--- config.mk ---
export PLATFORM = sky130hd
export DESIGN_NAME = uart_cmd_parser
export DESIGN_NICKNAME = d
export VERILOG_FILES = /design/src/rtl/uart_pwm_pkg.sv /design/src/rtl/cmd_dec_accum.sv /design/src/rtl/uart_cmd_parser.sv
export SDC_FILE = /design/constraint.sdc
export NUM_CORES = 1
export LEC_CHECK = 0
export BUFFER_PORTS_ARGS = -buffer_cell sky130_fd_sc_hd__buf_2
export CAP_MARGIN = 20
export CORE_MARGIN = 1.5
export CORE_UTILIZATION = 51
export CTS_BUF_LIST = sky130_fd_sc_hd__clkbuf_8
export DETAILED_ROUTE_END_ITERATION = 8
export PLACE_DENSITY = 0.76
export SYNTH_ARGS = -nofsm -noshare
export SYNTH_HDL_FRONTEND = slang
export SYNTH_SLANG_ARGS = --single-unit
export TNS_END_PERCENT = 5
--- constraint.sdc ---
create_clock -name clk_50mhz -period 7.4 [get_ports clk_50mhz]
set_clock_uncertainty 0.1 [all_clocks]
set_input_delay 1.48 -clock clk_50mhz [delete_from_list [all_inputs] [get_ports clk_50mhz]]
set_output_delay 1.48 -clock clk_50mhz [all_outputs]
set_load 0.005 [all_outputs]
--- src/rtl/uart_pwm_pkg.sv ---
// Shared types and constants for the UART command parser that drives the PWM configuration.
// Holds the parser state encoding, the ASCII vocabulary and the acknowledgement byte lookup.
package uart_pwm_pkg;

    typedef enum logic [1:0] {
        IDLE,
        NUM,
        DISCARD,
        RESP
    } parser_state_e;

    localparam logic [7:0] ASCII_CR   = 8'h0D;
    localparam logic [7:0] ASCII_LF   = 8'h0A;
    localparam logic [7:0] ASCII_ZERO = 8'h30;
    localparam logic [7:0] ASCII_F    = 8'h46;
    localparam logic [7:0] ASCII_F_LC = 8'h66;
    localparam logic [7:0] ASCII_D    = 8'h44;
    localparam logic [7:0] ASCII_D_LC = 8'h64;
    localparam logic [7:0] ASCII_O    = 8'h4F;
    localparam logic [7:0] ASCII_K    = 8'h4B;
    localparam logic [7:0] ASCII_E    = 8'h45;
    localparam logic [7:0] ASCII_R    = 8'h52;

    localparam int unsigned MAX_DUTY_PCT = 100;

    // Byte idx of the four-byte acknowledgement: "OK\r\n" when ok, else "ER\r\n".
    function automatic logic [7:0] resp_byte(input logic ok, input logic [1:0] idx);
        logic [7:0] b;
        case (idx)
            2'd0:    b = ok ? ASCII_O : ASCII_E;
            2'd1:    b = ok ? ASCII_K : ASCII_R;
            2'd2:    b = ASCII_CR;
            default: b = ASCII_LF;
        endcase
        return b;
    endfunction

endpackage

--- src/rtl/cmd_dec_accum.sv ---
// Decimal accumulator for the command parser: acc = acc*10 + digit with a digit counter.
// 'overflow' is high when one more digit would take the count past MAX_DIGITS.
module cmd_dec_accum #(
    parameter int MAX_DIGITS = 7,
    parameter int ACC_W      = 24
) (
    input  logic             clk_50mhz,
    input  logic             rst_n,
    input  logic             clear,
    input  logic             step,
    input  logic [3:0]       digit,
    output logic [ACC_W-1:0] acc,
    output logic             has_digits,
    output logic             overflow
);

    localparam int CNT_W = $clog2(MAX_DIGITS + 1) + 1;

    logic [CNT_W-1:0] count;

    always_ff @(posedge clk_50mhz or negedge rst_n) begin
        if (!rst_n) begin
            acc   <= '0;
            count <= '0;
        end else if (clear) begin
            acc   <= '0;
            count <= '0;
        end else if (step && !overflow) begin
            acc   <= acc * ACC_W'(10) + ACC_W'(digit);
            count <= count + CNT_W'(1);
        end
    end

    assign has_digits = (count != '0);
    assign overflow   = (count >= CNT_W'(MAX_DIGITS));

endmodule

--- src/rtl/uart_cmd_parser.sv ---
// Decodes "<F|D><digits><CR|LF>" commands from the UART receiver into PWM frequency/duty
// registers and streams an "OK\r\n" / "ER\r\n" acknowledgement over a valid/ready handshake.
module uart_cmd_parser
    import uart_pwm_pkg::*;
#(
    parameter int unsigned DEFAULT_FREQ_HZ  = 1000,
    parameter int unsigned DEFAULT_DUTY_PCT = 50,
    parameter int unsigned MAX_FREQ_HZ      = 1_000_000,
    parameter int          MAX_DIGITS       = 7
) (
    input  logic        clk_50mhz,
    input  logic        rst_n,
    input  logic [7:0]  rx_data,
    input  logic        rx_valid,
    output logic [19:0] freq_hz,
    output logic [6:0]  duty_pct,
    output logic        cfg_update,
    output logic [7:0]  resp_data,
    output logic        resp_valid,
    input  logic        resp_ready
);

    localparam int ACC_W = 24;
    localparam logic [ACC_W-1:0] MAX_FREQ_ACC = 24'(MAX_FREQ_HZ);
    localparam logic [ACC_W-1:0] MAX_DUTY_ACC = 24'(MAX_DUTY_PCT);

    parser_state_e    state;
    logic             cmd_freq;
    logic             err;
    logic [1:0]       idx;

    logic [ACC_W-1:0] acc;
    logic             has_digits;
    logic             acc_full;
    logic             acc_clear;
    logic             acc_step;

    logic             is_term;
    logic             is_digit;
    logic             is_f;
    logic             is_d;
    logic             eval_ok;

    always_comb begin
        is_term   = (rx_data == ASCII_CR) || (rx_data == ASCII_LF);
        is_digit  = (rx_data >= ASCII_ZERO) && (rx_data <= (ASCII_ZERO + 8'd9));
        is_f      = (rx_data == ASCII_F) || (rx_data == ASCII_F_LC);
        is_d      = (rx_data == ASCII_D) || (rx_data == ASCII_D_LC);
        acc_clear = rx_valid && (state == IDLE) && (is_f || is_d);
        acc_step  = rx_valid && (state == NUM) && is_digit && !acc_full;
        // Range checks see the full 24-bit accumulator so large values cannot alias into range.
        if (!has_digits) begin
            eval_ok = 1'b0;
        end else if (cmd_freq) begin
            eval_ok = (acc != '0) && (acc <= MAX_FREQ_ACC);
        end else begin
            eval_ok = (acc <= MAX_DUTY_ACC);
        end
    end

    cmd_dec_accum #(
        .MAX_DIGITS (MAX_DIGITS),
        .ACC_W      (ACC_W)
    ) u_accum (
        .clk_50mhz  (clk_50mhz),
        .rst_n      (rst_n),
        .clear      (acc_clear),
        .step       (acc_step),
        .digit      (rx_data[3:0]),
        .acc        (acc),
        .has_digits (has_digits),
        .overflow   (acc_full)
    );

    always_ff @(posedge clk_50mhz or negedge rst_n) begin
        if (!rst_n) begin
            state      <= IDLE;
            cmd_freq   <= 1'b0;
            err        <= 1'b0;
            idx        <= 2'd0;
            freq_hz    <= 20'(DEFAULT_FREQ_HZ);
            duty_pct   <= 7'(DEFAULT_DUTY_PCT);
            cfg_update <= 1'b0;
            resp_data  <= 8'h00;
            resp_valid <= 1'b0;
        end else begin
            cfg_update <= 1'b0;
            case (state)
                IDLE: begin
                    // A lone terminator here is the LF of a CRLF pair and is swallowed silently.
                    if (rx_valid) begin
                        if (is_f || is_d) begin
                            cmd_freq <= is_f;
                            state    <= NUM;
                        end else if (!is_term) begin
                            err   <= 1'b1;
                            state <= DISCARD;
                        end
                    end
                end
                NUM: begin
                    if (rx_valid) begin
                        if (is_digit) begin
                            if (acc_full) begin
                                err   <= 1'b1;
                                state <= DISCARD;
                            end
                        end else if (is_term) begin
                            if (eval_ok) begin
                                if (cmd_freq) begin
                                    freq_hz <= acc[19:0];
                                end else begin
                                    duty_pct <= acc[6:0];
                                end
                                cfg_update <= 1'b1;
                            end
                            err        <= !eval_ok;
                            idx        <= 2'd0;
                            resp_data  <= resp_byte(eval_ok, 2'd0);
                            resp_valid <= 1'b1;
                            state      <= RESP;
                        end else begin
                            err   <= 1'b1;
                            state <= DISCARD;
                        end
                    end
                end
                DISCARD: begin
                    if (rx_valid && is_term) begin
                        err        <= 1'b1;
                        idx        <= 2'd0;
                        resp_data  <= resp_byte(1'b0, 2'd0);
                        resp_valid <= 1'b1;
                        state      <= RESP;
                    end
                end
                RESP: begin
                    // Incoming bytes are ignored here; resp_data only moves on an accepted transfer.
                    if (resp_ready) begin
                        if (idx == 2'd3) begin
                            resp_valid <= 1'b0;
                            resp_data  <= 8'h00;
                            idx        <= 2'd0;
                            err        <= 1'b0;
                            state      <= IDLE;
                        end else begin
                            idx       <= idx + 2'd1;
                            resp_data <= resp_byte(!err, idx + 2'd1);
                        end
                    end
                end
                default: begin
                    state <= IDLE;
                end
            endcase
        end
    end

endmodule

-- After elaboration in Yosys (flattened, before gate mapping)
Index checks and enable logic that the tools add are counted.
- eq/ne operators: 23
- $lt $le $gt $ge: 5
- add/subtract/negate cells: 3
- multiplexer cells: 55
- $mul: 1
- reductions and logical operators: 28
- bitwise operators: 2
- operators with widths (kind ; number):
    24-bit 2-to-1 mux ; 2
    8-bit 2-to-1 mux ; 5
    8-bit by 7-bit equality test with 1-bit output (second input constant) ; 4
    2-bit 2-to-1 mux ; 15
    24-bit by 4-bit adder with 24-bit output ; 1
    24-bit by 20-bit <= comparator with 1-bit output (second input constant) ; 1
    24-bit by 7-bit <= comparator with 1-bit output (second input constant) ; 1
    24-bit by 3-bit multiplier with 23-bit output (second input constant) ; 1
    8-bit one-hot mux with 3 select lines ; 1
    24-bit nonzero test ; 1
    1-bit 2-to-1 mux ; 21
    7-bit one-hot mux with 3 select lines ; 1
    2-bit inequality test (second input constant) ; 9
    6-bit AND reduction ; 3
    8-bit by 4-bit equality test with 1-bit output (second input constant) ; 2
    4-bit 2-to-1 mux ; 4
    7-bit AND reduction ; 2
    1-bit logical AND ; 9
    2-bit equality test (second input constant) ; 4
    8-bit by 6-bit greater-or-equal comparator with 1-bit output (second input constant) ; 1
    8-bit by 6-bit <= comparator with 1-bit output (second input constant) ; 1
    2-bit one-hot mux with 4 select lines ; 1
    8-bit AND reduction ; 1
    7-bit 2-to-1 mux ; 1
    other kinds (17) ; 25
- bits of input ports: 12
- output and inout port bits: 37
- logic and storage cells: 128
- register bits after elaboration: 71

-- Logic depth before layout (Yosys ltp)
- word-level depth: 9
- gate-level depth with buffers: 12
- depth with buffers taken out: 12

-- Cells and area by module
A second synthesis with hierarchy kept.
- cell total of the unflattened synthesis: 569
- area total of the unflattened synthesis: 5556.6 um^2
- by module, submodules not included (module ; area an instance (um^2) ; cells an instance ; instances):
    cmd_dec_accum ; 3264.4 ; 371 ; 1
    uart_cmd_parser ; 2292.2 ; 198 ; 1

-- Least setup slack after synthesis
OpenSTA, ideal clock, no wires.
- path type: input-to-reg
- from: input port rx_data[4]
- to: register resp_data[3]
- arrival: 3.298 ns
- path slack: 3.924 ns
- library setup time: 0.077 ns
- buffers on the path: 1
- stages on the path: 9
- path through: nor4_1 o211ai_1 or2_2 o21ai_0 o21ai_0 a211oi_2 clkbuf_1 nor2_1 a21oi_1
- longest elaborated chain between the ends: 5
- ends and longest elaborated chain (item ; line ; RTL):
    from (decl) ; uart_cmd_parser.sv:13 ; input logic [7:0] rx_data,
    parallel branches: the longest is 4 deep, another holds 8-bit by 6-bit greater-or-equal comparator with 1-bit output ; - ;
    6-bit AND reduction (no source line) * ; - ;
    to (signal assigned) ; uart_cmd_parser.sv:119 ; resp_data <= resp_byte(eval_ok, 2'd0);
    to (signal assigned) ; uart_cmd_parser.sv:132 ; resp_data <= resp_byte(1'b0, 2'd0);
    to (signal assigned) ; uart_cmd_parser.sv:148 ; resp_data <= resp_byte(!err, idx + 2'd1);
    to (decl) ; uart_cmd_parser.sv:18 ; output logic [7:0] resp_data,
Every way passes the cells marked *.
A chain may end at the register's enable or synchronous reset.

-- Worst setup path after layout
- from: register u_accum.acc[1]
- to: register u_accum.acc[23]
- longest elaborated chain between the ends: 4
- ends and longest elaborated chain (item ; line ; RTL):
    from (decl) ; cmd_dec_accum.sv:12 ; output logic [ACC_W-1:0] acc,
    from (signal assigned) ; cmd_dec_accum.sv:29 ; acc <= acc * ACC_W'(10) + ACC_W'(digit);
    24-bit by 3-bit multiplier with 23-bit output ; cmd_dec_accum.sv:29 ;
    24-bit by 4-bit adder with 24-bit output ; cmd_dec_accum.sv:29 ;
    24-bit 2-to-1 mux ; cmd_dec_accum.sv:28 ; end else if (step && !overflow) begin
    24-bit 2-to-1 mux ; cmd_dec_accum.sv:25 ; end else if (clear) begin
No other way between the ends. The select of a mux whose other input is x is not followed.

==> metrics.md <==
| Metric | Value |
|---|---|
| Run status | `finished, final reports clean` |
| Synth Warn # | `0` |
| Antenna violations before repair | `0` |
| Chip Width | `101.7 µm` |
| Dpl hpwl | `8.238 mm` |
| Mean routed wirelength per cell | `15.83 µm` |
| Leak | `2.688 nW` |
| RSZ-0062 raised after global routing | `false` |
| Seq. cell area | `1738 µm²` |
| CP peak stage delay | `470 ps` |
| Layout area overhead | `11.18%` |
| Netlist Area Pre-Place | `4969 µm²` |
| CP Class | `flop to flop` |
| Fmax | `257.4 MHz` |
| Hold Path Class | `flop to flop` |
| Reg2reg start | `u_accum.acc[1]` |
| Synth unique cells | `65` |
| Avg Cell Area, Syn | `9.610 µm²` |
| FF-to-FF End | `u_accum.acc[23]` |
| CP endpoint kind | `flop` |
| Final layout net count | `627` |
| Max H-tree Level | `3` |
| Synth Flop Type | `dfrtp_1` |
| Slew headroom | `36.31%` |
| First-pass GRT wire length | `18.27 mm` |
| Total iterations of the first detailed-routing run | `4` |
| Port Buf Inserts | `46` |
| Yosys reg bits | `69` |
| Total core area | `9328 µm²` |
| WP data arrival | `4000 ps` |
| Hold_sp | `duty_pct[2]` |
| Sink Count | `69` |
| Routed Wire Length | `10.99 mm` |
| Reg2reg setup slack | `3510 ps` |
| Post-route minimum period | `3885 ps` |
| Placer congestion estimate | `0.9185` |
| Sink of the worst hold path | `duty_pct[2]` |
| Power Density | `198.9 nW/µm²` |
| Clock Path Buffers | `2` |
| Antenna Nets Post-Route | `0` |
| Slowest stage cell on the critical path | `dfrtp_1` |
| TritonCTS clock tree | `done` |
| Layout cells sized above 1 | `19.47%` |
| Post-synth EDFFs | `0` |
| Pin count of the biggest net entering global routing | `70` |
| CP cell instances | `ha_1 > ha_1 > fa_1 > a21o_1 > a221oi_2 > o311a_1 > xor2_1 > a211oi_1 > nand4_1 > nor4_1 > xor2_1 > o21ai_1` |
| Drt drc | `0` |
| R2r worst-path depth | `12` |
| Initial Util | `53.27%` |
| Multi-input logic area | `3068 µm²` |
| Total congestion overflow | `0` |
| Final hold vios | `0` |
| Final Max Tran Viols | `0` |
| Cts repair resizes | `0` |
| Hold_buf cts | `0` |
| Top Ports | `49` |
| Aggregate global-route resource usage | `22.37%` |
| Max cap viols | `0` |
| Startpoint Class | `flop` |
| Setup TNS | `0 ps` |
| Seq/Total Area, Yosys | `34.98%` |
| WHS Path Cells | `1` |
| Post-CTS Setup Bufs | `0` |
| Vias in the first global route | `3829` |
| Fillcell total | `800` |
| Worst Max-Slew Pin Slew | `953.6 ps` |
| Worst skew pair latency | `350 ps` |
| Tcrit/Tclk final | `52.50%` |
| Antenna cells | `0` |
| Cts bufs inserted | `9` |
| Final setup viols | `0` |
| Vert. Die Dim | `101.7 µm` |
| Root Buffer | `clkbuf_8` |
| Fin Hold WS | `381.4 ps` |
| Worst Path Max Fanout | `8` |
| Via density | `5.816` |
| Syn Inst Count | `517` |
| Clk slew on worst S/H paths | `70 ps` |
| Die area | `10340 µm²` |
| Site row count | `35` |
| VDD IR max | `0.1145 mV` |
| Synth async-reset ratio | `100.0%` |
| Via count | `4036` |
| WP data required | `7510 ps` |
| Initial DRC Count | `168` |
routing by layer:
layer,share of wire (%),wire length [µm],global-route usage [%]
met2,49,5343,37.33
met4,1.6,178,7.585
met3,4.2,466,4.486
met1,45,4997,28.99
met5,0,0,0
how the worst max path moves through the flow:
stage | startpoint | to | slack [ps] | cells after the start
floorplan | rx_data[4] | resp_data[3] | 3920 | 9
global placement | rx_data[4] | resp_valid | 3500 | 9
detailed placement | rx_data[4] | resp_valid | 3330 | 9
CTS | u_accum.acc[1] | u_accum.acc[23] | 3510 | 12
global route | u_accum.acc[1] | u_accum.acc[23] | 3250 | 12
finish | u_accum.acc[1] | u_accum.acc[23] | 3510 | 12
cells in the final DEF, fill, tap and decap left out, types with 12 or more instances in the layout:
cell type and instances:
dfrtp_1 60, nand2_1 47, nor2_1 42, inv_1 20
a21oi_1 25, nand3_1 15, o21ai_0 45, buf_2 46
xor2_1 13, nor3_1 12, ha_1 53, xnor2_1 19
mux2_4 20
per-stage QoR:
step | cell area, µm² | util, % | cells | setup WS (ps) | power (mW)
after global routing | 5524 | 59.22 | 694 | 3254 | 1.167
after detailed placement | 5284 | 56.65 | 678 | 3334 | 0.7342
after floorplan | 4972 | - | 518 | 3924 | 0.6568
final | 5524 | 59.22 | 694 | 3515 | 1.099
after global placement | 5284 | 56.65 | 678 | 3505 | 0.7197
after CTS | 5524 | 59.22 | 694 | 3510 | 1.103
critical path: cells and delay by family (launching register included):
family                   cells  cell delay (ps)
AND/OR/NAND/NOR              2              480
AO/OA/AOI/OAI                5             1360
XOR/XNOR                     2              330
adder cells (fa/ha/maj)      3             1000
flip-flops                   1              470
state kept, by name (all words and copies together), names as in the netlist:
signal,cells
cmd_freq,1
state,2
u_accum.acc,24
resp_valid,1
u_accum.count,4
idx,2
err,1
freq_hz,20
duty_pct,7
cfg_update,1
resp_data,6
report_power, final:
part	switching, mW	internal, mW
Clock	0.147	0.223
Sequential	0.0365	0.411
Combinational	0.169	0.112
cells by family after synthesis:
logic type | count (synthesis) | synth area share, %
flip-flops | 69 | 34.98
AO/OA/AOI/OAI | 132 | 17.68
XOR/XNOR | 32 | 5.641
multiplexers | 29 | 8.084
other | 1 | 0.07548
adder cells (fa/ha/maj) | 55 | 14.15
AND/OR/NAND/NOR | 163 | 16.04
buffers and inverters | 36 | 3.349
synth_stat cells (2+ instances only):
cell type / number / area share (%)
inv_1: 19 / 1.4
dfrtp_1: 60 / 30
a221oi_2: 2 / 0.60
mux2_1: 7 / 1.6
mux2_2: 2 / 0.45
o311ai_1: 3 / 0.53
nor4_2: 2 / 0.50
or2_2: 3 / 0.38
a22o_1: 6 / 1.1
o31a_1: 3 / 0.53
o21ai_1: 2 / 0.20
o21a_1: 2 / 0.30
nand2_1: 47 / 3.6
xor2_1: 13 / 2.3
nand4b_1: 2 / 0.35
o211ai_1: 2 / 0.30
buf_2: 4 / 0.40
o21ai_0: 45 / 4.5
a21o_1: 10 / 1.5
nor3_1: 12 / 1.2
buf_4: 3 / 0.45
dfstp_2: 9 / 4.8
fa_1: 2 / 0.81
ha_1: 53 / 13
nand2b_1: 2 / 0.25
a31oi_1: 5 / 0.63
buf_6: 2 / 0.45
nor2_1: 42 / 3.2
mux2_4: 20 / 6.0
nand4_1: 9 / 1.1
xnor2_1: 19 / 3.3
clkbuf_1: 8 / 0.60
a21oi_1: 25 / 2.5
nor4_1: 7 / 0.88
and2_1: 2 / 0.25
nor2b_1: 8 / 1.0
a211oi_1: 9 / 1.4
o31ai_1: 2 / 0.30
or3_1: 4 / 0.50
nand3_1: 15 / 1.5
layout make-up:
type / count / area share [%]
clock buffer: 9 / 2.242
clock inverter: 7 / 2.106
sequential: 69 / 31.46
tap: 129 / 2.922
timing repair buffer: 48 / 4.439
multi-input combinational: 413 / 55.54
inverter: 19 / 1.291
No activity file was read; power rests on OpenSTA's default activity.
